==> config.mk <==
export PLATFORM = sky130hd
export DESIGN_NAME = adder
export DESIGN_NICKNAME = d
export VERILOG_FILES = /design/src/rtl/adder.sv
export SDC_FILE = /design/constraint.sdc
export NUM_CORES = 1
export LEC_CHECK = 0
export CAP_MARGIN = 20
export CORE_AREA = 2 2 39 41
export CTS_CLUSTER_DIAMETER = 80
export DETAILED_ROUTE_END_ITERATION = 10
export DIE_AREA = 0 0 41 43
export SYNTH_ARGS = -nofsm -noshare
export SYNTH_HDL_FRONTEND = slang
export SYNTH_SLANG_ARGS = --single-unit
==> constraint.sdc <==
create_clock -name clk -period 2.2 [get_ports clk]
set_input_delay 0.33 -clock clk [delete_from_list [all_inputs] [get_ports clk]]
set_output_delay 0.33 -clock clk [all_outputs]
set_load 0.01 [all_outputs]
==> src/rtl/adder.sv <==
// Unsigned n-bit ripple-carry adder with a registered (n+1)-bit sum.
// The carry-out is the MSB of final_sum. The sum appears one clock after the operands.
module adder #(
  parameter int n = 4
) (
  input  logic         clk,
  input  logic         rst,
  input  logic [n-1:0] augend,
  input  logic [n-1:0] addend,
  output logic [n:0]   final_sum
);

  logic [n:0]   c;
  logic [n-1:0] s;
  logic [n-1:0] p;

  assign c[0] = 1'b0;

  // Ripple chain: stage i propagates a carry when exactly one operand bit is set
  for (genvar i = 0; i < n; i++) begin : g_fa
    assign p[i]   = augend[i] ^ addend[i];
    assign s[i]   = p[i] ^ c[i];
    assign c[i+1] = (augend[i] & addend[i]) | (c[i] & p[i]);
  end

  // Stage boundary: output register, no enable
  always_ff @(posedge clk) begin
    if (rst) final_sum <= '0;
    else     final_sum <= {c[n], s};
  end

endmodule

* Word-level counts from Yosys, hierarchy flattened
Cells that the tools add are included.
** Word-level totals
- Register bits :: 5
- Input port bits :: 10
- Output and inout bits :: 5
** Operators by class
- Bitwise logic cells :: 17
** Operators by type and width (count)
- 1-bit AND :: 7
- 1-bit XOR :: 7
- 1-bit bitwise OR :: 3

* Longest topological paths before layout
- Word-level depth :: 7
- Mapped depth :: 8
- Mapped depth without buffers :: 8

* Worst setup path before layout
Ideal clock, no wire load.
- Path type :: input -> register
- Start point :: input port augend[0]
- End point :: register final_sum[3]
- Library setup time :: 0.064 ns
- Arrival time :: 1.637 ns
- Data required time :: 2.136 ns
- Path slack :: 0.499 ns
- Stages :: 8
- Path buffers :: 0
- Cells stage by stage :: ha_1 -> inv_1 -> fa_1 -> inv_1 -> fa_1 -> inv_1 -> fa_1 -> nor2_1
** On the way
- Longest elaborated chain between the ends :: 6
** RTL lines
- start: declaration :: RTL line 8 : input logic [n-1:0] augend,
- 1-bit AND (2 in series) :: RTL line 23 : assign c[i+1] = (augend[i] & addend[i]) | (c[i] & p[i]);
- 1-bit bitwise OR :: RTL line 23
- 1-bit AND :: RTL line 23
- 1-bit bitwise OR :: RTL line 23
- 1-bit XOR :: RTL line 22 : assign s[i] = p[i] ^ c[i];
- end signal: assignment :: RTL line 29 : else final_sum <= {c[n], s};
- end: declaration :: RTL line 10 : output logic [n:0] final_sum
No other way between the ends.
A chain may end at the register's enable or synchronous reset.

* Worst setup path in the final report
- Start point :: input port addend[0]
- End point :: register final_sum[3]
** On the way
- Longest elaborated chain between the ends :: 6
** RTL lines
- start: declaration :: RTL line 9 : input logic [n-1:0] addend,
- 1-bit AND (2 in series) :: RTL line 23
- 1-bit bitwise OR :: RTL line 23
- 1-bit AND :: RTL line 23
- 1-bit bitwise OR :: RTL line 23
- 1-bit XOR :: RTL line 22
No other way between the ends.

==> run_results.csv <==
group,metric,value,unit
status,outcome,"complete, no violations",
die,io-pin-count,15,
clock_network,postCtsHoldBufs,0,
worst_setup_path,critical_path.startpoint_type,"input pin",
placed_design,dp.final_hpwl,313,um
worst_setup_path,worstSetupStartpoint,"addend[0]",
drt,vias_per_cell,3.22,
worst_setup_path,critPathSlowestCell,"fa_1",
die,horizontal_die_dimension,41,um
die,placeable_core_region,1380,um^2
finish,biggestRegsByFlops,"final_sum (5)",
die,fp.dieH,43,um
worst_setup_path,cp.arrival,2.13,ns
clock_network,cts-htree-levels,1,
finish,total_non_filler_cell_area_in_the_finished_layout,409,um^2
placed_design,io_buffers,14,
timing,number_of_pins_with_negative_max_slew_slack_in_the_final_report,0,
drt,routed-via-count,177,
worst_setup_path,path_delay_family,"adder cells",
finish,layout.cells.most_common,"clkdlybuf4s50_1",
drt,drt_iter0_drc,0,
synthesis,synth.yosys.seq_area_share,0.449,
worst_setup_path,worstSetupPathType,"input pin to flop",
timing,finalSetupViolations,0,
power,sw_frac_of_total,0.214,
synthesis,synth_largest_type_area_fraction,0.449,
worst_setup_path,worst_setup_path_end_kind,"flop",
drt,drt_wl_total,353,um
die,core.rowCount,14,
clock_network,cts.sinks,5,
synthesis,syn_nets,35,
finish,largest_reg_flops,5,
global_route,grt_remaining_overflow,0,
power,leakagePower,0.185,nW
power,power_frac_comb,0.222,
clock_network,post_cts_buffers,0,
synthesis,syn-cell-area,223,um^2
global_route,vias_in_the_first_global_route,178,
hold_path,min-delay-path-class,"input pin to flop",
timing,timing.final.hold_violations,0,
timing,relSlewSlack,0.889,
finish,final_net_count,54,
clock_network,clkSlewWorstSetupHoldPaths,0.04,ns
power,p_switching,0.0564,mW
timing,period_minus_slack,2.00,ns
power,p_int,0.207,mW
global_route,grt_use_total,0.0535,
clock_network,clockBufferDepth,2,
synthesis,ys_warn_count,0,
timing,period_share,0.909,
power,share_clk_of_total_power,0.389,
synthesis,synth_top_cells_by_area,"dfxtp_1 (45%), fa_1 (27%), inv_1 (12%), ha_1 (5.6%), nor2b_1 (5.6%)",
clock_network,cts_resized,0,
global_route,antenna_found_initial,0,
timing,max_fclk,0.500,GHz
job,count_of_maximum_capacitance_violations,0,
synthesis,netlist-cell-type-count,6,
global_route,grt_max_degree,6,
synthesis,avgSynthCellArea,10.6,um^2
finish,fillCellCount,156,
finish,final_layout_size_suffix_gt1_frac,0.0769,
finish,insertedDiodeCount,0,
clock_network,cts_tree,"yes",
worst_setup_path,path_buf_inv,4,
drt,detail_route.first_pass.iterations,1,
placed_design,pre_cts_slack,-0.0589,ns
timing,fin_ws,0.200,ns
timing,worst_slew_pin_slew,0.166,ns
finish,most-common-layout-cells,"clkdlybuf4s50_1 (14), inv_1 (7), dfxtp_1 (5)",
worst_setup_path,critical_path.max_fanout,1,
clock_network,tritoncts.num_buffers,3,
drt,remaining_drc_errors,0,
finish,layout-area-overhead-vs-synth,83.7,%
synthesis,synth_largest_area_cell,"dfxtp_1",
worst_setup_path,crit_path_max_incr_delay,0.47,ns
worst_setup_path,worstPathRequired,2.32,ns
placed_design,globalplace.congestion,0.594,
clock_network,clock_tree.root_cell,"clkbuf_4",
finish,top_reg_by_flops,"final_sum",
drt,routed_wire_length_per_instance,6.42,um
die,die-area,1760,um^2
global_route,grt_pass1_wl,552,um
drt,antenna_violating_nets_post_route,0,
power,ir_worst_vdd,0.0982,mV
die,initial_core_util,0.161,
power,pwr-share-seq,0.389,
worst_setup_path,critical_path.cell_chain,"clkdlybuf4s50_1, ha_1, inv_1, fa_1, inv_1, fa_1, inv_1, fa_1, nor2_1",
power,power.density_cell_area,643,nW/um^2
timing,rsz0062_at_grt,"false",
placed_design,placedInstanceArea,383,um^2
synthesis,syn-instance-count,21,
hold_path,min-delay-start,"rst",
synthesis,ys_seq_elements,5,
cells by family after synthesis:
| family | synth area share |
|---|---|
| buffers and inverters | 0.118 |
| and+or+nand+nor | 0.107 |
| adders and majority gates | 0.326 |
| DFF | 0.449 |
final cells by class:
cell class / count / area [um^2] / area share
clock buffers: 4 / 26.3 / 0.0642
repair buffers: 14 / 140 / 0.343
inverters: 7 / 26.3 / 0.0642
flip-flops and latches: 5 / 100 / 0.245
well taps: 16 / 20.0 / 0.0489
multi-input cells: 9 / 96.3 / 0.235
metal layers:
metal | vias to the layer above | global-route usage | wire length [um]
li1 | 92 | - | -
met1 | 78 | 0.0294 | 94
met2 | 7 | 0.0906 | 235
met3 | 0 | 0 | 23
met4 | 0 | 0.100 | 0
met5 | - | 0 | 0
synth_stat cells:
master,count
dfxtp_1,5
inv_1,7
nor2b_1,2
fa_1,3
nor2_1,3
ha_1,1
through the flow:
step / TNS, ns / std cells / power [mW] / hold slack [ns] / util
global placement: -0.0423 / 51 / 0.162 / 0.962 / 0.277
detailed placement: -0.0589 / 51 / 0.163 / 0.964 / 0.277
global route: 0 / 55 / 0.280 / 0.727 / 0.296
finish: 0 / 55 / 0.263 / 0.712 / 0.296
CTS: 0 / 55 / 0.271 / 0.713 / 0.296
floorplan: 0 / 21 / 0.125 / 0.397 / -
power by group through the flow:
stage | Sequential (mW) | Combinational [mW] | Clock, mW
detailed placement | 0.104 | 0.0592 | 0
finish | 0.102 | 0.0584 | 0.102
CTS | 0.102 | 0.0600 | 0.109
floorplan | 0.109 | 0.0159 | 0
global route | 0.103 | 0.0661 | 0.111
global placement | 0.104 | 0.0588 | 0
path summary, 6_finish.rpt:
path,end,slack [ns],depth (start not counted)
setup / recovery,final_sum[3],0.20,9
hold / removal,final_sum[1],0.71,2
Power figures use the tool's default switching activity.
